`config.mk`:
```
export PLATFORM = sky130hd
export DESIGN_NAME = bcd_seq_converter
export DESIGN_NICKNAME = d
export VERILOG_FILES = /design/src/rtl/bcd_seq_converter.sv
export SDC_FILE = /design/constraint.sdc
export NUM_CORES = 1
export LEC_CHECK = 0
export BUFFER_PORTS_ARGS = -buffer_cell sky130_fd_sc_hd__buf_2
export CORE_ASPECT_RATIO = 1.4
export CORE_MARGIN = 2
export CORE_UTILIZATION = 57
export DETAILED_ROUTE_END_ITERATION = 12
export GPL_ROUTABILITY_DRIVEN = 0
export GPL_TIMING_DRIVEN = 0
export PLACE_DENSITY = 0.8
export RECOVER_POWER = 50
export SETUP_SLACK_MARGIN = 0.05
export SYNTH_ARGS = -nofsm -noshare
export SYNTH_HDL_FRONTEND = slang
export SYNTH_SLANG_ARGS = --single-unit
```
`constraint.sdc`:
```
create_clock -name clk -period 1.8 [get_ports clk]
set_input_delay 0.18 -clock clk [delete_from_list [all_inputs] [get_ports clk]]
set_output_delay 0.18 -clock clk [all_outputs]
set_load 0.03 [all_outputs]
```
`src/rtl/bcd_seq_converter.sv`:
```
// Iterative double-dabble binary-to-BCD converter with start/busy/done handshake.
// Optional macro ZERO_BLANK_EN adds a registered leading-zero blank mask output.
module bcd_seq_converter #(
  parameter int WIDTH  = 32,
  parameter int DIGITS = 6
) (
  input  logic                  clk,
  input  logic                  rst,
  input  logic                  start,
  input  logic [WIDTH-1:0]      inNum,
  output logic                  busy,
  output logic                  done,
  output logic [4*DIGITS-1:0]   digits,
  output logic                  ovf
`ifdef ZERO_BLANK_EN
  , output logic [DIGITS-1:0]   blank
`endif
);

  localparam int CW = (WIDTH > 1) ? $clog2(WIDTH) : 1;
  localparam int BW = 4 * DIGITS;

  localparam logic [1:0] S_IDLE  = 2'd0;
  localparam logic [1:0] S_SHIFT = 2'd1;
  localparam logic [1:0] S_DONE  = 2'd2;

  function automatic logic [63:0] pow10(input int n);
    logic [63:0] p;
    p = 64'd1;
    for (int i = 0; i < n; i++) p = p * 64'd10;
    return p;
  endfunction

  localparam logic [63:0] LIMIT = pow10(DIGITS);

  logic [1:0]       state_q, state_d;
  logic [CW-1:0]    cnt_q, cnt_d;
  logic [WIDTH-1:0] bin_sr_q, bin_sr_d;
  logic [BW-1:0]    bcd_acc_q, bcd_acc_d;
  logic [BW-1:0]    digits_q, digits_d;
  logic             ovf_q, ovf_d;
  logic             ovf_next_q, ovf_next_d;

  logic [BW-1:0]    adj;
  logic [BW-1:0]    shifted;

  // Add-3 correction on every nibble that would reach 10 or more after doubling.
  generate
    for (genvar gi = 0; gi < DIGITS; gi++) begin : g_adj
      assign adj[4*gi +: 4] = (bcd_acc_q[4*gi +: 4] >= 4'd5) ?
                              bcd_acc_q[4*gi +: 4] + 4'd3 : bcd_acc_q[4*gi +: 4];
    end
  endgenerate

  // The carry out of the top nibble is dropped, giving the value modulo 10^DIGITS.
  assign shifted = (adj << 1) | BW'(bin_sr_q[WIDTH-1]);

`ifdef ZERO_BLANK_EN
  logic [DIGITS-1:0] blank_q, blank_d, blank_calc;

  assign blank_calc[0] = 1'b0;
  generate
    for (genvar gi = 1; gi < DIGITS; gi++) begin : g_blank
      assign blank_calc[gi] = ~|shifted[BW-1:4*gi];
    end
  endgenerate
`endif

  always_comb begin
    state_d    = state_q;
    cnt_d      = cnt_q;
    bin_sr_d   = bin_sr_q;
    bcd_acc_d  = bcd_acc_q;
    digits_d   = digits_q;
    ovf_d      = ovf_q;
    ovf_next_d = ovf_next_q;
`ifdef ZERO_BLANK_EN
    blank_d    = blank_q;
`endif
    case (state_q)
      S_IDLE: begin
        if (start) begin
          bin_sr_d   = inNum;
          bcd_acc_d  = '0;
          cnt_d      = '0;
          ovf_next_d = (64'(inNum) >= LIMIT);
          state_d    = S_SHIFT;
        end
      end
      S_SHIFT: begin
        bcd_acc_d = shifted;
        bin_sr_d  = bin_sr_q << 1;
        cnt_d     = cnt_q + CW'(1);
        if (cnt_q == CW'(WIDTH - 1)) begin
          digits_d = shifted;
          ovf_d    = ovf_next_q;
`ifdef ZERO_BLANK_EN
          blank_d  = blank_calc;
`endif
          state_d  = S_DONE;
        end
      end
      S_DONE: begin
        cnt_d   = '0;
        state_d = S_IDLE;
      end
      default: state_d = S_IDLE;
    endcase
  end

  always_ff @(posedge clk) begin
    if (rst) begin
      state_q    <= S_IDLE;
      cnt_q      <= '0;
      bin_sr_q   <= '0;
      bcd_acc_q  <= '0;
      digits_q   <= '0;
      ovf_q      <= 1'b0;
      ovf_next_q <= 1'b0;
`ifdef ZERO_BLANK_EN
      blank_q    <= '0;
`endif
    end else begin
      state_q    <= state_d;
      cnt_q      <= cnt_d;
      bin_sr_q   <= bin_sr_d;
      bcd_acc_q  <= bcd_acc_d;
      digits_q   <= digits_d;
      ovf_q      <= ovf_d;
      ovf_next_q <= ovf_next_d;
`ifdef ZERO_BLANK_EN
      blank_q    <= blank_d;
`endif
    end
  end

  assign busy   = (state_q == S_SHIFT);
  assign done   = (state_q == S_DONE);
  assign digits = digits_q;
  assign ovf    = ovf_q;
`ifdef ZERO_BLANK_EN
  assign blank  = blank_q;
`endif

endmodule
```
==> results.sh, run 1 <==
export IMPL_grt_max_degree=20
export IMPL_slowest_stage="dfxtp_4"
export IMPL_cts_buffers=9
export IMPL_drtIter0Drc=239
export IMPL_synth_fp_nets=569
export IMPL_clockBufferDepth=2
export IMPL_antennaDiodeCount=0
export IMPL_grt_util_all_layers=0.279
export IMPL_hold_path_startpoint="inNum[0]"
export IMPL_dieArea_um2=8310
export IMPL_power_mw=3.84
export IMPL_ios=62
export IMPL_p_comb_frac=0.115
export IMPL_slew_violations=0
export IMPL_post_synth_cell_area_avg_um2=8.31
export IMPL_pwr_share_seq=0.542
export IMPL_wl_per_cell_um=16.5
export IMPL_yosysSeqAreaShare=0.412
export IMPL_yosys_warnings=0
export IMPL_route_detailed_drc=0
export IMPL_synth_cells=520
export IMPL_synth_most_common_cell="nor2_1"
export IMPL_criticalPathCategory="reg -> reg"
export IMPL_synth_edf_count=0
export IMPL_nNetsFinal=640
export IMPL_yosysUniqueCellTypes=43
export IMPL_setup_violations_final=0
export IMPL_syn_area_um2=4320
export IMPL_async_flop_share=0
export IMPL_start_util=0.587
export IMPL_status="finished clean"
export IMPL_place_area_um2=4740
export IMPL_min_period_over_period=0.938
export IMPL_worst_pin_slew_ns=0.689
export IMPL_worstSkewPairLatency_ns=0.37
export IMPL_ys_ff_latch=89
export IMPL_finalClockSkew_ns=0.0152
export IMPL_worstPathArrival_ns=1.96
export IMPL_cts_tree="yes"
export IMPL_cts_root_buf="clkbuf_8"
export IMPL_cp_startpoint="cnt_q[0]$_SDFFE_PP0P_"
export IMPL_critical_path_cell_chain="ha_2, and3_1, ha_1, nand2_1, nor2_1, clkbuf_2, a21o_1"
export IMPL_hpwl_mm=8.18
export IMPL_yosys_area_top_type="dfxtp_1"
export IMPL_slew_headroom=0.541
export IMPL_routed_wl_met2_mm=6.00
export IMPL_drt_pass1_iterations=5
export IMPL_die_w_um=77.6
export IMPL_crit_path_max_fanout=10
export IMPL_hold_path_class="in -> reg"
export IMPL_route_met3_wl_um=670
export IMPL_highest_layer="met4"
export IMPL_die_h_um=107
export IMPL_p_per_area_nw_per_um2=767
export IMPL_hold_viol=0
export IMPL_nFillCells=639
export IMPL_intPower_mw=2.80
export IMPL_rsz0062_at_grt="yes"
export IMPL_path_clk_slew_ns=0.10
export IMPL_rows=37
export IMPL_vias=4069
export IMPL_antenna_left=0
export IMPL_critPathLaunchType="register"
export IMPL_irDropWorstVdd_mv=0.622
export IMPL_p_leak_nw=2.08
export IMPL_slowest_delay_ns=0.36
export IMPL_area_growth_pct=15.7
export IMPL_htree_levels=3
export IMPL_drive_gt1_frac=0.153
export IMPL_grt_pass1_vias=4006
export IMPL_synth_top_cells_by_area="dfxtp_1 (41%), nor2_1 (8.3%), a21oi_1 (4.7%)"
export IMPL_synth_top_area_frac=0.412
export IMPL_grt_pass1_wl_mm=18.6
export IMPL_grt_ovfl_total=0
export IMPL_totalWireLength_mm=11.5
export IMPL_fmax_mhz=592
export IMPL_switching_power_mw=1.04
export IMPL_maxCapViolCount=0
export IMPL_synthFlopType="dfxtp_1"
export IMPL_fin_crit_ns=1.69
export IMPL_critPathCaptureType="register"
export IMPL_core_region_area_um2=7360
export IMPL_clock_power_share=0.343
export IMPL_post_cts_hold_buffer_count=0
export IMPL_io_buffers=59
export IMPL_routed_via_density=5.87
export IMPL_cp_required_ns=2.07
export IMPL_cts_sinks=89
export IMPL_reg2reg_from="cnt_q[0]$_SDFFE_PP0P_"
export IMPL_stdcell_area_um2=5000
export IMPL_synthTopCellsByCount="nor2_1 (96), dfxtp_1 (89), a21oi_1 (41)"
export IMPL_swShare=0.271
export IMPL_antenna_found_initial=0
export IMPL_drt_met1_wl_mm=4.65
-- metal layers --
layer | track usage | vias up
li1 | - | 1959
met1 | 0.310 | 1948
met2 | 0.523 | 143
met3 | 0.0387 | 19
met4 | 0.117 | 0
met5 | 0 | -
-- state kept, by name (all words and copies together) (netlist names) --
name        flops
ovf             1
digits         24
state_q         2
ovf_next_q      1
cnt_q           5
bcd_acc_q      24
bin_sr_q       32
-- timing repair --
action                                  4_1_cts  5_1_grt
cloned                                        0        0
endpoints found under the setup margin       12       35
resized for setup                             6       28
hold endpoints to repair                      0        0
setup buffers                                 0        2
-- worst max-delay path: cells and delay by family, from the launching register on --
kind	cells	cell delay [ns]
adder cells (fa/ha/maj)	2	0.41
flip-flops	1	0.36
AND/OR/NAND/NOR	3	0.36
buffers and inverters	1	0.24
AO/OA/AOI/OAI	1	0.22
-- worst paths after layout --
check | cells past startpoint | slack [ns] | end
setup / recovery | 7 | 0.11 | digits[9]$_SDFFE_PP0P_
hold / removal | 3 | 0.08 | bin_sr_q[0]$_SDFFE_PP0P_
setup reg to reg | 7 | 0.11 | digits[9]$_SDFFE_PP0P_
hold reg to reg | 2 | 0.47 | ovf$_SDFFE_PP0P_
-- layout make-up --
class	instances	area, um2	area share
multi-input cells	378	2350	0.469
inverters	16	62.6	0.0125
flip-flops and latches	89	1790	0.357
clock inverters	5	36.3	0.00725
repair buffers	61	285	0.0570
plain buffers	36	211	0.0423
clock buffers	11	151	0.0303
well taps	97	121	0.0243
-- power groups by stage --
stage	Sequential, mW	Clock, mW	Combinational (mW)
final	2.08	1.31	0.442
after global routing	2.09	1.40	0.485
after CTS	2.08	1.32	0.425
after detailed placement	2.13	0	0.421
after global placement	2.12	0	0.407
after floorplan	2.11	0	0.289
-- cell families after synthesis --
| kind of cell | share of synthesized area |
|---|---|
| flip-flops | 0.412 |
| XOR/XNOR | 0.0122 |
| buffers and inverters | 0.0567 |
| AO/OA/AOI/OAI | 0.180 |
| AND/OR/NAND/NOR | 0.263 |
| multiplexers | 0.0347 |
| adder cells (fa/ha/maj) | 0.0405 |
-- cell usage in the layout (no fill, tap or decap), types with 4 or more instances in the layout --
master	count
nor2_1	95
dfxtp_1	86
a21oi_1	41
clkbuf_1	39
buf_2	39
nor3_1	36
nor2b_1	24
nor3b_1	22
a211oi_1	17
inv_1	15
a21o_1	15
mux2i_1	15
ha_1	13
a22o_1	12
o21ai_0	12
clkbuf_8	11
nand2b_1	9
nand3_1	9
nand2_1	7
buf_6	6
xnor2_1	6
buf_4	5
a211oi_2	5
clkbuf_2	4
-- through the flow --
step           cells  hold WS (ns)  utilization  setup TNS [ns]  setup slack [ns]
6_report         693        0.0794        0.680               0             0.112
4_1_cts          691        0.0838        0.671               0           0.00135
3_5_place_dp     676         0.447        0.644               0           0.00507
5_1_grt          693         0.112        0.680       -0.000532         -0.000532
2_1_floorplan    520         0.328            -               0             0.282
3_3_place_gp     676         0.435        0.644               0            0.0729
No activity file was read; power rests on OpenSTA's default activity.
==> run 2: changes to the inputs <==
Settings changed: CORE_UTILIZATION 57 to 45, PLACE_DENSITY 0.8 to 0.66.
==> run 2 against run 1 <==
First-iteration DRC count decreased by 10%. Register-to-register slack improved by 0.03 ns. Combinational power decreased by 2%. Setup slack improved by 0.019 ns. Die area increased by 25%. Via count decreased by 2.7%. Routed wire length increased by 1.2%. Critical endpoint is now busy. Largest cell class unchanged. Highest routed layer unchanged.
==> results.sh, run 2 (synthesis gave the netlist of run 1 again) <==
export IMPL_cts_sinks=89
export IMPL_ios=62
export IMPL_status="finished clean"
export IMPL_cts_tree="yes"
export IMPL_grt_util_all_layers=0.229
export IMPL_vias=3961
export IMPL_cts_root_buf="clkbuf_16"
export IMPL_totalWireLength_mm=11.6
export IMPL_maxCapViolCount=0
export IMPL_r2r_cells=7
export IMPL_grt_ovfl_total=0
export IMPL_multi_input_area_um2=2330
export IMPL_hold_viol=0
export IMPL_power_mw=4.31
export IMPL_clockBufferDepth=2
export IMPL_worstSkewPairLatency_ns=0.34
export IMPL_antenna_found_initial=0
export IMPL_drt_pass1_iterations=4
export IMPL_routed_via_density=5.63
export IMPL_core_region_area_um2=9410
export IMPL_grt_max_degree=20
export IMPL_irDropWorstVdd_mv=0.534
export IMPL_min_period_over_period=0.928
export IMPL_crit_end="busy"
export IMPL_area_growth_pct=17.5
export IMPL_r2r_end="digits[18]$_SDFFE_PP0P_"
export IMPL_layout_commonest_cell="nor2_1"
export IMPL_cts_setup_buffers=0
export IMPL_mostFrequentLayoutCells="nor2_1 (95), dfxtp_1 (86), a21oi_1 (41), clkbuf_1 (40), buf_2 (38)"
export IMPL_cts_resized=9
export IMPL_worstPathArrival_ns=1.49
export IMPL_setup_violations_final=0
export IMPL_nFillCells=907
export IMPL_grt_pass1_wl_mm=18.6
export IMPL_p_leak_nw=2.10
export IMPL_criticalPathCategory="reg -> out"
export IMPL_rsz0062_at_grt="yes"
export IMPL_dieArea_um2=10400
export IMPL_hold_path_class="in -> reg"
export IMPL_setup_ws_ns=0.130
export IMPL_fmax_mhz=599
export IMPL_hpwl_mm=8.31
export IMPL_nNetsFinal=638
export IMPL_drtIter0Drc=215
export IMPL_path_clk_slew_ns=0.06
export IMPL_fin_crit_ns=1.67
export IMPL_start_util=0.460
export IMPL_route_detailed_drc=0
export IMPL_die_w_um=86.8
export IMPL_rows=42
export IMPL_reg2reg_from="cnt_q[0]$_SDFFE_PP0P_"
export IMPL_reg2reg_slack_ns=0.14
export IMPL_cts_buffers=9
export IMPL_io_buffers=59
export IMPL_largest_reg_flops=32
export IMPL_cp_startpoint="state_q[1]$_SDFFE_PP0P_"
export IMPL_wl_per_cell_um=16.5
export IMPL_worst_pin_slew_ns=0.717
export IMPL_cp_required_ns=1.62
export IMPL_slew_headroom=0.522
export IMPL_htree_levels=3
export IMPL_critPathCaptureType="output port"
export IMPL_p_per_area_nw_per_um2=849
export IMPL_grt_pass1_vias=3864
export IMPL_regMostFlops="bin_sr_q"
export IMPL_drive_gt1_frac=0.145
export IMPL_critPathLaunchType="register"
export IMPL_regArea_um2=1790
export IMPL_crit_path_max_fanout=10
export IMPL_antennaDiodeCount=0
export IMPL_antenna_left=0
export IMPL_finalClockSkew_ns=0.00442
export IMPL_pre_cts_ws_ns=-0.0277
export IMPL_post_cts_hold_buffer_count=0
export IMPL_die_h_um=120
export IMPL_slew_violations=0
run 2: cell types whose count changed in the layout (fill, tap and decap cells not counted), moves of 2 or more:
cell / change
clkbuf_8: -9
clkbuf_16: +9
nor3b_2: -2
buf_4: -2
nor3b_1: +2
run 2: worst max-delay path, cell delays in order, from the launching register on:
cell	delay, ns
dfxtp_1	0.30
buf_4	0.16
nand2b_1	0.15
buf_6	0.16
inv_6	0.09
buf_8	0.15
buf_6	0.14
run 2: power breakdown:
group / total, mW / internal [mW] / leakage (nW) / switching, mW
registers: 2.08 / 2.04 / 0.727 / 0.0417
clock network: 1.80 / 1.01 / 0.143 / 0.785
logic: 0.435 / 0.170 / 1.23 / 0.265
run 2: cell type report:
| type | count | share of cell area |
|---|---|---|
| clock inverters | 4 | 0.00542 |
| repair buffers | 59 | 0.0532 |
| well taps | 110 | 0.0271 |
| clock buffers | 12 | 0.0505 |
| inverters | 16 | 0.0128 |
| flip-flops and latches | 89 | 0.351 |
| plain buffers | 36 | 0.0409 |
| multi-input cells | 378 | 0.459 |
run 2: routing by layer:
layer,routed length (um),global-route usage,vias up
li1,-,-,1963
met4,290,0.104,0
met2,5940,0.411,119
met1,4770,0.264,1858
met5,0,0,-
met3,593,0.0303,21
run 2: per-stage QoR:
step,area [um2],hold slack (ns),util,std cells,TNS [ns]
after floorplan,4320,0.328,-,520,0
after global placement,4760,0.439,0.506,689,0
after detailed placement,4760,0.455,0.506,689,-0.125
after CTS,5060,0.102,0.538,704,0
after global routing,5080,0.136,0.540,704,0
final,5080,0.101,0.540,704,0
run 2: worst min path at each step:
stage          slack [ns]      from                  endpoint  depth (start not counted)
3_5_place_dp         0.45  inNum[0]  bin_sr_q[0]$_SDFFE_PP0P_                          3
4_1_cts              0.10  inNum[0]  bin_sr_q[0]$_SDFFE_PP0P_                          3
3_3_place_gp         0.44  inNum[0]  bin_sr_q[0]$_SDFFE_PP0P_                          3
6_report             0.10  inNum[0]  bin_sr_q[0]$_SDFFE_PP0P_                          3
2_1_floorplan        0.33  inNum[0]  bin_sr_q[0]$_SDFFE_PP0P_                          2
5_1_grt              0.14  inNum[0]  bin_sr_q[0]$_SDFFE_PP0P_                          3
